`config.mk`:
```
export PLATFORM = sky130hd
export DESIGN_NAME = alu_bist
export DESIGN_NICKNAME = d
export VERILOG_FILES = /design/src/rtl/alu_bist_pkg.sv /design/src/rtl/bist_lfsr32.sv /design/src/rtl/alu_bist.sv
export SDC_FILE = /design/constraint.sdc
export NUM_CORES = 1
export LEC_CHECK = 0
export BUFFER_PORTS_ARGS = -buffer_cell sky130_fd_sc_hd__buf_2
export CELL_PAD_IN_SITES_DETAIL_PLACEMENT = 1
export CELL_PAD_IN_SITES_GLOBAL_PLACEMENT = 1
export CORE_MARGIN = 3
export CORE_UTILIZATION = 42
export DETAILED_ROUTE_END_ITERATION = 6
export GPL_ROUTABILITY_DRIVEN = 0
export GPL_TIMING_DRIVEN = 0
export PLACE_DENSITY_LB_ADDON = 0.1
export SLEW_MARGIN = 40
export SYNTH_ARGS = -nofsm -noshare
export SYNTH_HDL_FRONTEND = slang
export SYNTH_SLANG_ARGS = --single-unit
```
`constraint.sdc`:
```
create_clock -name clk -period 4.6 [get_ports clk]
set_input_delay 0.46 -clock clk [delete_from_list [all_inputs] [get_ports clk]]
set_output_delay 0.46 -clock clk [all_outputs]
set_load 0.005 [all_outputs]
```
`src/rtl/alu_bist_pkg.sv`:
```
// Shared types and constants for the ALU built-in self-test controller.
// Holds the FSM state type, the ALU op sequence and the LFSR/MISR polynomials.
package alu_bist_pkg;

  typedef enum logic [1:0] {
    IDLE = 2'd0,
    RUN  = 2'd1,
    DONE = 2'd2
  } state_t;

  localparam int NUM_OPS = 5;

  // Element i is the ALU control code applied at op_idx i.
  localparam logic [NUM_OPS-1:0][3:0] OP_CODES = {
    4'b1000, 4'b0100, 4'b0010, 4'b0001, 4'b0000
  };

  localparam logic [31:0] LFSR_MASK   = 32'h8020_0003;
  localparam logic [31:0] MISR_MASK   = 32'h0040_0007;
  localparam logic [31:0] OPERAND_XOR = 32'h5A5A_5A5A;

  // Operand B is a half-word swap of the LFSR state, decorrelated by a fixed XOR.
  function automatic logic [31:0] operand_b(input logic [31:0] a);
    return {a[15:0], a[31:16]} ^ OPERAND_XOR;
  endfunction

endpackage

```
`src/rtl/bist_lfsr32.sv`:
```
// 32-bit Galois step register with load, enable, feedback mask and data injection.
// Used as the right-shifting stimulus LFSR and as the left-shifting response MISR.
module bist_lfsr32 #(
  parameter bit SHIFT_LEFT = 1'b0
) (
  input  logic        clk,
  input  logic        rst,
  input  logic        load,
  input  logic [31:0] load_value,
  input  logic        en,
  input  logic [31:0] mask,
  input  logic [31:0] data,
  output logic [31:0] q,
  output logic [31:0] q_next
);

  // NOTE: q_next is assigned on every path of this always_comb, so no latch is inferred.
  always_comb begin
    q_next = '0;
    if (SHIFT_LEFT) begin
      q_next = {q[30:0], 1'b0} ^ (q[31] ? mask : 32'h0) ^ data;
    end else begin
      q_next = {1'b0, q[31:1]} ^ (q[0] ? mask : 32'h0) ^ data;
    end
  end

  // NOTE: non-blocking assignment so every register samples pre-edge values.
  always_ff @(posedge clk) begin
    if (rst) begin
      q <= '0;
    end else if (load) begin
      q <= load_value;
    end else if (en) begin
      q <= q_next;
    end
  end

endmodule

```
`src/rtl/alu_bist.sv`:
```
// BIST controller for the 32-bit ALU: drives pseudo-random operands under every op,
// compacts the responses into a MISR and compares the final signature to a golden value.
module alu_bist
  import alu_bist_pkg::*;
#(
  parameter int          N_VECTORS  = 256,
  parameter logic [31:0] LFSR_SEED  = 32'h0000_0001,
  parameter logic [31:0] GOLDEN_SIG = 32'h0000_0000
) (
  input  logic        clk,
  input  logic        rst,
  input  logic        start,
  output logic [31:0] in1,
  output logic [31:0] in2,
  output logic [3:0]  alu_control,
  input  logic [31:0] alu_result,
  input  logic        zero_flag,
  output logic        busy,
  output logic        done,
  output logic        pass,
  output logic [31:0] signature
);

  localparam int CNT_W = $clog2(N_VECTORS + 1);
  localparam logic [CNT_W-1:0] LAST_VEC = CNT_W'(N_VECTORS - 1);

  state_t           state;
  logic [2:0]       op_idx;
  logic [2:0]       op_idx_next;
  logic [CNT_W-1:0] vec_cnt;

  logic [31:0] lfsr;
  logic [31:0] lfsr_next;
  logic [31:0] sig_next;
  logic [31:0] lfsr_apply;

  logic running;
  logic start_run;
  logic op_wrap;
  logic last_cycle;

  assign running     = (state == RUN);
  assign start_run   = start && !running;
  assign op_wrap     = running && (op_idx == 3'(NUM_OPS - 1));
  assign last_cycle  = op_wrap && (vec_cnt == LAST_VEC);
  assign op_idx_next = (op_idx == 3'(NUM_OPS - 1)) ? 3'd0 : op_idx + 3'd1;

  // The operand pair for the next cycle comes from the stepped LFSR only on a wrap.
  assign lfsr_apply = op_wrap ? lfsr_next : lfsr;

  bist_lfsr32 #(
    .SHIFT_LEFT (1'b0)
  ) u_lfsr (
    .clk        (clk),
    .rst        (rst),
    .load       (start_run),
    .load_value (LFSR_SEED),
    .en         (op_wrap),
    .mask       (LFSR_MASK),
    .data       (32'h0),
    .q          (lfsr),
    .q_next     (lfsr_next)
  );

  bist_lfsr32 #(
    .SHIFT_LEFT (1'b1)
  ) u_misr (
    .clk        (clk),
    .rst        (rst),
    .load       (start_run),
    .load_value (32'h0),
    .en         (running),
    .mask       (MISR_MASK),
    .data       (alu_result ^ {31'b0, zero_flag}),
    .q          (signature),
    .q_next     (sig_next)
  );

  always_ff @(posedge clk) begin
    if (rst) begin
      state       <= IDLE;
      op_idx      <= '0;
      vec_cnt     <= '0;
      in1         <= '0;
      in2         <= '0;
      alu_control <= '0;
      busy        <= 1'b0;
      done        <= 1'b0;
      pass        <= 1'b0;
    end else begin
      unique case (state)
        IDLE, DONE: begin
          if (start) begin
            state       <= RUN;
            op_idx      <= '0;
            vec_cnt     <= '0;
            in1         <= LFSR_SEED;
            in2         <= operand_b(LFSR_SEED);
            alu_control <= OP_CODES[0];
            busy        <= 1'b1;
            done        <= 1'b0;
            pass        <= 1'b0;
          end
        end
        RUN: begin
          op_idx <= op_idx_next;
          if (op_wrap) begin
            vec_cnt <= vec_cnt + CNT_W'(1);
          end
          if (last_cycle) begin
            state       <= DONE;
            in1         <= '0;
            in2         <= '0;
            alu_control <= '0;
            busy        <= 1'b0;
            done        <= 1'b1;
            pass        <= (sig_next == GOLDEN_SIG);
          end else begin
            in1         <= lfsr_apply;
            in2         <= operand_b(lfsr_apply);
            alu_control <= OP_CODES[op_idx_next];
          end
        end
        default: state <= IDLE;
      endcase
    end
  end

endmodule

```
# ---- Yosys cells after proc, flatten, opt, wreduce, memory -nomap -nowiden
# Memories as Yosys holds them, arrays and structs flattened.
# Index checks and enable logic that the tools add are counted.
dict set report classes {
  add_sub_neg 2
  multipliers 0
  n_div 0
  n_lt_le_gt_ge 1
  n_eq_ne 7
  n_shift 0
  n_mux 31
  n_bitwise 5
  n_reduce_logical 13
}
# op count
set ops {}
lappend ops {{$mux 32} 6}
lappend ops {{$pmux 32 s2} 2}
lappend ops {{$xor 32x32->32} 2}
lappend ops {{$logic_not 32->1} 1}
lappend ops {{$xor 31x32->32} 1}
lappend ops {{$xor 32x1->32} 1}
lappend ops {{$mux 23} 1}
lappend ops {{$mux 9} 2}
lappend ops {{$pmux 9 s2} 1}
lappend ops {{$not 16->16} 1}
lappend ops {{$mux 4} 3}
lappend ops {{$add 9x1->9 const B} 1}
lappend ops {{$eq 9x8->1 const B} 1}
lappend ops {{$pmux 4 s2} 1}
lappend ops {{$mux 1} 6}
lappend ops {{$mux 3} 2}
lappend ops {{$pmux 1 s2} 3}
lappend ops {{$pmux 3 s2} 1}
lappend ops {{$reduce_and 3->1} 2}
lappend ops {{$lt 3x4->1 const B} 1}
lappend ops {{$mux 2} 2}
lappend ops {{$ne 2x1->1 const B} 2}
lappend ops {{$pmux 2 s2} 1}
lappend ops {{$reduce_and 2->1} 2}
lappend ops {{other kinds (10)} 13}
dict set report totals {
  reg_bits 149
  latchBits 0
  mem_bits_rw 0
  mem_bits_ro 32
  inputBits 36
  output_inout_bits 103
  wordCells 72
  n_memories 1
}
# name words word_bits read_ports rd_ports_with_merged_regs write_ports line
set memory_table {}
lappend memory_table {{(name not given)} 8 4 1 0 0 alu_bist.sv:121} ;# alu_control <= OP_CODES[op_idx_next];

# ---- Depth between registers and ports, before layout
# Gate-level depths: netlist (run 1).
dict set report logic_depth {
  ltp_word 6
  mapped_depth 10
  ltp_nobuf 9
}

# ---- Cells and area by module
# A second synthesis (run 1) with hierarchy kept.
dict set report unflattened {
  cells_unflattened 935
  area_unflattened_um2 8177.8
}
# module instances cells_each area_per_inst_um2 seq_area_each_um2
set by_module_without_submodules {}
lappend by_module_without_submodules {bist_lfsr32 2 280 2458.6 640.6}
lappend by_module_without_submodules {alu_bist 1 375 3260.6 1381.3}

# ---- Least setup slack after synthesis (run 1)
# OpenSTA, ideal clock, no wires.
dict set report synth_timing {
  path_type {flip-flop to flip-flop}
  from {register vec_cnt[0]}
  to {register in2[17]}
  setup_time_ns 0.128
  arrival_ns 1.873
  t_required_ns 4.472
  setup_slack_ns 2.599
  path_stages_with_launch 11
  n_path_buf 2
  period_less_slack_ns 2.001
  path_cell_list {dfxtp_1 -> ha_1 -> nand3_1 -> nor2_1 -> ha_1 -> nand3_1 -> and2_1 -> buf_2 -> buf_2 -> a221oi_1 -> nor2_1}
}
dict set report synth_via {
  elab_chain_cells 4
}
# element line
set synth_rtl {}
lappend synth_rtl {{from (decl)} alu_bist.sv:30} ;# logic [CNT_W-1:0] vec_cnt;
lappend synth_rtl {{from (signal assigned)} alu_bist.sv:108} ;# vec_cnt <= vec_cnt + CNT_W'(1);
lappend synth_rtl {{$eq 9x8->1} alu_bist.sv:45} ;# assign last_cycle = op_wrap && (vec_cnt == LAST_VEC);
lappend synth_rtl {{$logic_and 1x1->1} alu_bist.sv:45}
lappend synth_rtl {{$mux 32} alu_bist.sv:110} ;# if (last_cycle) begin
lappend synth_rtl {{$pmux 32 s2} alu_bist.sv:91} ;# unique case (state)
lappend synth_rtl {{to (signal assigned)} alu_bist.sv:98} ;# in2 <= operand_b(LFSR_SEED);
lappend synth_rtl {{to (signal assigned)} alu_bist.sv:120} ;# in2 <= operand_b(lfsr_apply);
lappend synth_rtl {{to (decl)} alu_bist.sv:14} ;# output logic [31:0] in2,
# No other way between the ends.
# A chain may end at the register's enable or synchronous reset.

# ---- Worst setup path in the final report (run 1)
dict set report layout_timing {
  from {register vec_cnt[0]}
  to {register in1[15]}
}
dict set report layout_via {
  elab_chain_cells 4
}
# element line
set layout_rtl {}
lappend layout_rtl {{$eq 9x8->1} alu_bist.sv:45}
lappend layout_rtl {{$logic_and 1x1->1} alu_bist.sv:45}
lappend layout_rtl {{$mux 32} alu_bist.sv:110}
lappend layout_rtl {{$pmux 32 s2} alu_bist.sv:91}
lappend layout_rtl {{to (signal assigned)} alu_bist.sv:119} ;# in1 <= lfsr_apply;
lappend layout_rtl {{to (decl)} alu_bist.sv:13} ;# output logic [31:0] in1,
# No other way between the ends.

==> metrics.md, run 1 <==
| Metric | Value |
|---|---|
| Clk sinks | `133` |
| Worst-margin pin slew | `0.637 ns` |
| Nets@finish | `approximately 790` |
| Clock slew at reported path FFs | `~0.06 ns` |
| Worst Setup SP | `vec_cnt[0]$_SDFFE_PP0P_` |
| GR Util met1 | `28.3%` |
| Post_cts resized | `0` |
| ANT nets after route | `0` |
| DR vias | `around 4,800` |
| Power share of the clock group | `46.5%` |
| Post-DP HPWL | `11,800 um` |
| Slowest cell on crit path | `clkbuf_1` |
| Flops & latches, synth | `between 100 and 150` |
| Die Wd | `between 100 and 150 um` |
| Crit-path leading delay family | `simple AND/OR/NAND/NOR gates` |
| Overall Global Routing Usage | `23.5%` |
| Largest net degree at the start of global routing | `17` |
| EDFF count, synth | `0` |
| H-tree levels | `4` |
| Reg2reg start | `vec_cnt[0]$_SDFFE_PP0P_` |
| GRT busiest layer | `met2` |
| Fin. Hold Viols | `0` |
| Pwr per Cell Area | `between 400 and 500 nW/um2` |
| Sequential fraction of the synthesis area | `49.4%` |
| DR DRC count | `0` |
| Switching Share | `25.3%` |
| Avg Cell Area, Syn | `9.10 um2` |
| CTS tree | `done` |
| Gr ovfl total | `0` |
| Initial antenna violation count | `0` |
| Sequential power share | `43.3%` |
| Slowest stage delay, CP | `0.46 ns` |
| Worst Setup Start Kind | `register` |
| Fin util | `a little under three fifths` |
| Final Skew | `0.00731 ns` |
| Cells after Synth | `roughly 590` |
| Crit path max fanout | `10` |
| Critical path class | `reg -> reg` |
| Std cell rows | `40` |
| Syn_nets | `roughly 630` |
| Area growth syn-to-layout | `27.4%` |
| DR vias/cell | `5.16` |
| Final setup TNS | `0 ns` |
| Synth async-reset ratio | `0%` |
| Layout cells sized above 1 | `28.1%` |
| Met3 Use GR | `5.27%` |
| Wirelength per Cell | `17.6 um` |
| DRT iter0 DRCs | `183` |
| Buf/Inv on CP | `1` |
| Root Buffer | `clkbuf_16` |
| Placed insts | `898` |
| Largest buffer count on any clock path | `2` |
| RSZ-0062 raised after global routing | `no` |
| Final Cycle Share | `54.4%` |
| Final Max Tran Viols | `0` |
| Peak VDD IR | `roughly 250 uV` |
| Top Ports | `139` |
| Library cells used by synthesis | `41` |
| Non-filler cells, final | `930` |
| NetSw | `about 700 uW` |
| WL final | `16,400 um` |
| Req. time, crit path | `4.89 ns` |
| Hold Path Origin | `alu_result[12]` |
| Global-route wire length before repair | `roughly 26,000 um` |
| CP Cell Sequence | `ha_1 -> nand3_1 -> nor2_1 -> ha_1 -> nand3_1 -> nand2_1 -> clkbuf_1 -> nor2_1 -> a21oi_1 -> nor2_1` |
| Antenna Cells | `0` |
| Final min period | `2.50 ns` |
| Slew margin rel. | `57.6%` |
| Hold Path Class | `in -> reg` |
| Gate power share | `10.2%` |
| Die footprint | `14,200 um2` |
| Die height | `119 um` |
| Crit. End Element | `register` |
| Core area | `12,300 um2` |
| Arrival time at the worst endpoint | `2.79 ns` |
| P_int | `2.11 mW` |
| Status | `complete, no violations` |
| Grt met2 use | `40.6%` |
| Cts hold-fix bufs | `0` |
| IO buf count | `138` |
| Yosys warnings | `0` |
| Clock Latency Late Sink | `approximately 0.43 ns` |
| Post-CTS Setup Bufs | `0` |
| Leak pwr | `3.13 nW` |
| Fmax | `400 MHz` |
| Starting density of the core | `43.9%` |
| Most frequent CP cell | `nor2_1` |
| Area of the mapped netlist | `5390 um2` |
| Num CTS Buffers | `17` |
| First-pass DRT Iterations | `4` |
| Hold Slack | `roughly 0.37 ns` |
| Top_reg_cell synth | `dfxtp_1` |
| Number of setup violations in the final report | `0` |
| Maxcap violations | `0` |
| Vias in the first global route | `5,023` |
==> tightest hold or removal path: stages <==
cell and delay (ns):
buf_2 0.09, xnor2_1 0.13, a211oi_1 0.07
==> metrics by stage <==
| step | area [um2] | worst slack (ns) | power [mW] |
|---|---|---|---|
| 4_1_cts | 6860 | 2.07 | 2.83 |
| 3_3_place_gp | 6290 | 2.19 | 1.52 |
| 2_1_floorplan | 5390 | 2.60 | 1.41 |
| 5_1_grt | 6860 | 1.84 | 2.92 |
| 6_report | 6860 | 2.10 | 2.82 |
| 3_5_place_dp | 6290 | 2.07 | 1.53 |
==> layout by cell type (no fill, tap or decap), types with 2 or more instances in the layout <==
master	count
a211oi_1	32
a21oi_1	44
a221oi_1	16
a2bb2oi_1	5
a32oi_1	3
and2b_1	3
buf_2	155
buf_4	20
buf_6	2
clkbuf_1	19
clkbuf_16	17
clkbuf_8	5
clkinv_2	6
clkinvlp_4	2
dfxtp_1	133
ha_1	4
inv_1	4
mux2i_1	29
nand2_1	19
nand2b_1	3
nand3_1	7
nand4_1	9
nor2_1	154
nor3_1	3
nor4_1	2
o21ai_0	4
or3_1	3
xnor2_1	34
xor2_1	8
==> power by group through the flow <==
stage | logic (mW) | clock network [mW] | registers, mW
finish | 0.289 | 1.31 | 1.22
global route | 0.318 | 1.38 | 1.22
CTS | 0.291 | 1.32 | 1.22
detailed placement | 0.286 | 0 | 1.24
global placement | 0.275 | 0 | 1.24
floorplan | 0.166 | 0 | 1.24
==> cells by family after synthesis <==
family,count (synthesis),share of synthesized area [%]
AND/OR/NAND/NOR,211,16.7
multiplexers,30,5.60
flip-flops,133,49.4
XOR/XNOR,42,6.83
adder cells (fa/ha/maj),4,0.929
AO/OA/AOI/OAI,110,14.1
buffers and inverters,62,6.39
==> worst paths after layout <==
| kind | end | slack [ns] | depth (start not counted) |
|---|---|---|---|
| max reg2reg | in1[15]$_SDFFE_PP0P_ | 2.10 | 10 |
| min reg2reg | alu_control[3]$_SDFFE_PP0P_ | 0.48 | 2 |
| max | in1[15]$_SDFFE_PP0P_ | 2.10 | 10 |
| min | u_misr.q[12]$_SDFFE_PP0P_ | 0.37 | 3 |
==> sequential cells by signal, summed over array words and instances, names as in the netlist <==
signal / count
in1: 31
u_misr.q: 32
vec_cnt: 9
busy: 1
op_idx: 3
state: 2
alu_control: 4
done: 1
u_lfsr.q: 32
in2: 17
pass: 1
==> metal layers <==
layer | routed length, um | vias to the layer above
met5 | 0 | -
met4 | 335 | 0
met3 | 783 | 22
met2 | 8240 | 118
met1 | 7010 | 2325
li1 | - | 2333
==> final cells by class <==
cell class	count	area [um2]
buffer	58	329
clock buffer	23	498
clock inverter	9	75.1
fill	1487	5400
inverter	4	15.0
multi-input combinational	397	2380
sequential	133	2660
tap	168	210
timing repair buffer	138	691
==> synth_stat cells (2+ instances only) <==
| cell type | instances | share of area, % |
|---|---|---|
| nand4_1 | 9 | 1.0 |
| nor4_1 | 2 | 0.23 |
| ha_1 | 4 | 0.93 |
| buf_4 | 20 | 2.8 |
| buf_6 | 2 | 0.42 |
| a2bb2oi_1 | 5 | 0.81 |
| a32oi_1 | 3 | 0.49 |
| and2b_1 | 3 | 0.42 |
| nand2_1 | 19 | 1.3 |
| nand3_1 | 7 | 0.65 |
| xnor2_1 | 34 | 5.5 |
| a221oi_1 | 16 | 2.6 |
| o21ai_0 | 4 | 0.37 |
| nand2b_1 | 3 | 0.35 |
| or3_1 | 3 | 0.35 |
| a211oi_1 | 32 | 4.5 |
| mux2i_1 | 29 | 5.4 |
| a21oi_1 | 44 | 4.1 |
| clkbuf_1 | 18 | 1.3 |
| nor3_1 | 3 | 0.28 |
| buf_2 | 17 | 1.6 |
| nor2_1 | 154 | 11 |
| inv_1 | 4 | 0.28 |
| dfxtp_1 | 133 | 49 |
| xor2_1 | 8 | 1.3 |
Note: power is estimated with default switching activity, not from simulation.
==> inputs of run 2 (changes only) <==
- CORE_UTILIZATION: 42 -> 35
- clock period: 4.6 -> 2.1 ns (I/O delays scaled with it)
==> run 2 against run 1 <==
Compared with the run above: power grew 130%; flip-flop and latch count unchanged; clock skew rose by 0.00051 ns; worst setup slack got worse by 2.0 ns; sequential share of layout area is 1.4 points lower; sequential power increased by 120%; non-clock buffer count up 2; largest cell class unchanged.
==> metrics.md, run 2 (synthesis results as in run 1) <==
| Metric | Value |
|---|---|
| Worst-margin pin slew | `0.720 ns (+0.0829 ns)` |
| WL final | `16,300 um (-0.23%)` |
| Largest net degree at the start of global routing | `17 (unchanged)` |
| Final min period | `2.00 ns (-0.505 ns)` |
| Root Buffer | `clkbuf_16` |
| Gr ovfl total | `0 (unchanged)` |
| Worst Setup Start Kind | `register` |
| Slew margin rel. | `52.0% (-5.5 points)` |
| Fmax | `501 MHz (+25%)` |
| Final Cycle Share | `95.1% (+41 points)` |
| IO buf count | `138 (unchanged)` |
| Leak pwr | `3.10 nW (-1.1%)` |
| Die height | `130 um (+9.1%)` |
| Std cell rows | `44 (+10%)` |
| Reg2reg start | `vec_cnt[0]$_SDFFE_PP0P_` |
| Maxcap violations | `0 (unchanged)` |
| Hold Path Class | `in -> reg` |
| Crit. End Element | `register` |
| Clock slew at reported path FFs | `0.06 ns (about the same)` |
| H-tree levels | `4 (unchanged)` |
| CTS tree | `done` |
| First-pass DRT Iterations | `4 (unchanged)` |
| Overall Global Routing Usage | `19.5% (-3.9 points)` |
| Starting density of the core | `36.4% (-7.6 points)` |
| Final Skew | `0.00783 ns (+0.000514 ns)` |
| Largest buffer count on any clock path | `2 (unchanged)` |
| # fillers | `1,764 (+19%)` |
| Global-route wire length before repair | `25,500 um (-2.9%)` |
| Layout cells sized above 1 | `32.6% (+4.5 points)` |
| Pwr per Cell Area | `888 nW/um2 (+120%)` |
| Commonest cells after routing, fill and taps aside | `nor2_1, buf_2, dfxtp_1` |
| Critical path class | `reg -> reg` |
| Hold Slack | `0.115 ns (-0.254 ns)` |
| Clk sinks | `133 (unchanged)` |
| Top Ports | `139 (unchanged)` |
| Die Wd | `130 um (+9.1%)` |
| DP Area | `6310 um2 (+0.32%)` |
| Vias in the first global route | `4,845 (-3.5%)` |
| Req. time, crit path | `2.38 ns (-2.51 ns)` |
| Final Max Tran Viols | `0 (unchanged)` |
| Peak VDD IR | `484 uV (+93%)` |
| R2r endpoint | `in2[27]$_SDFFE_PP0P_` |
| Initial antenna violation count | `0 (unchanged)` |
| Fin util | `48.3% (-7.7 points)` |
| Clock Latency Late Sink | `0.42 ns (about the same)` |
| Fin. Hold Viols | `0 (unchanged)` |
| Status | `complete, no violations` |
| DRT iter0 DRCs | `255 (+39%)` |
| Crit path max fanout | `10 (unchanged)` |
| DR DRC count | `0 (unchanged)` |
| R2R depth | `10 (unchanged)` |
| DR vias/cell | `5.06 (-2.0%)` |
| Arrival time at the worst endpoint | `2.28 ns (-0.51 ns)` |
| Design area | `7150 um2 (+4.2%)` |
| Cts hold-fix bufs | `0 (unchanged)` |
| ANT nets after route | `0 (unchanged)` |
| Die footprint | `16,900 um2 (+19%)` |
| Wirelength per Cell | `17.2 um (-2.1%)` |
| Biggest regs | `u_lfsr.q (32), u_misr.q (32), in1 (31)` |
| Hold path endpoint | `u_misr.q[17]$_SDFFE_PP0P_` |
| Core area | `14,800 um2 (+21%)` |
| Post-DP HPWL | `11,800 um (about the same)` |
| Hold Path Origin | `alu_result[17]` |
| Nets@finish | `791 (+0.25%)` |
| DR vias | `4,793 (-0.10%)` |
| Number of setup violations in the final report | `0 (unchanged)` |
| Area growth syn-to-layout | `32.7%` |
| Num CTS Buffers | `17 (unchanged)` |
| Antenna Cells | `0 (unchanged)` |
| Hold-critical path depth | `3 (unchanged)` |
| Register-to-register setup slack | `0.10 ns (-1.99 ns)` |
## run 2: critical path, stage by stage, from the launching register on
cell and delay [ns]:
dfxtp_4 0.38, ha_4 0.15, nand3_1 0.08, nor2_1 0.12, ha_2 0.21, nand3_2 0.09, and2_1 0.17, buf_6 0.16
buf_6 0.16, a221oi_1 0.27, nor2_1 0.06
## run 2: worst max path at each step
stage | to | depth (start not counted) | start | slack, ns
2_1_floorplan | in2[20]$_SDFFE_PP0P_ | 10 | vec_cnt[0]$_SDFFE_PP0P_ | 0.1
3_3_place_gp | in1[26]$_SDFFE_PP0P_ | 10 | vec_cnt[0]$_SDFFE_PP0P_ | -0.34
3_5_place_dp | in1[26]$_SDFFE_PP0P_ | 10 | vec_cnt[0]$_SDFFE_PP0P_ | -0.41
4_1_cts | in1[24]$_SDFFE_PP0P_ | 10 | vec_cnt[4]$_SDFFE_PP0P_ | 0.004
5_1_grt | in2[22]$_SDFFE_PP0P_ | 10 | vec_cnt[5]$_SDFFE_PP0P_ | -0.0004
6_report | in2[27]$_SDFFE_PP0P_ | 10 | vec_cnt[0]$_SDFFE_PP0P_ | 0.10
## run 2: cell type report
type	count	area [um2]	share of cell area [%]
clock buffers	17	425	5.95
flip-flops and latches	133	2680	37.4
clock inverters	15	183	2.56
repair buffers	140	706	9.87
well taps	184	230	3.22
multi-input cells	397	2540	35.6
inverters	4	15.0	0.210
plain buffers	58	369	5.16
## run 2: per-layer routing
layer  up-vias  track usage, %  share of wire [%]
met4         0            6.85                1.5
met2       106            32.3                 47
met5         -               0                  0
met1      2321            25.5                 47
met3        15            3.72                4.0
li1       2351               -                  -
## run 2: power by group
part	internal [mW]	switching [mW]	total (mW)	leakage [nW]
registers	2.60	0.0670	2.67	1.08
logic	0.251	0.393	0.644	1.73
clock network	1.87	1.16	3.03	0.285
total	4.72	1.62	6.35	3.10
## run 2: timing repair
item	4_1_cts	5_1_grt
setup buffers	1	1
pin swaps	1	4
cloned	0	0
resized for setup	17	36
endpoints found under the setup margin	48	46
## run 2: stage by stage
step / TNS (ns) / setup slack, ns / std cells / power (mW)
floorplan: 0 / 0.0993 / 592 / 3.08
global placement: -12.12 / -0.344 / 914 / 3.33
detailed placement: -14.81 / -0.410 / 914 / 3.35
CTS: 0 / 0.00406 / 947 / 6.41
global route: -0.000428 / -0.000428 / 948 / 6.59
finish: 0 / 0.103 / 948 / 6.35
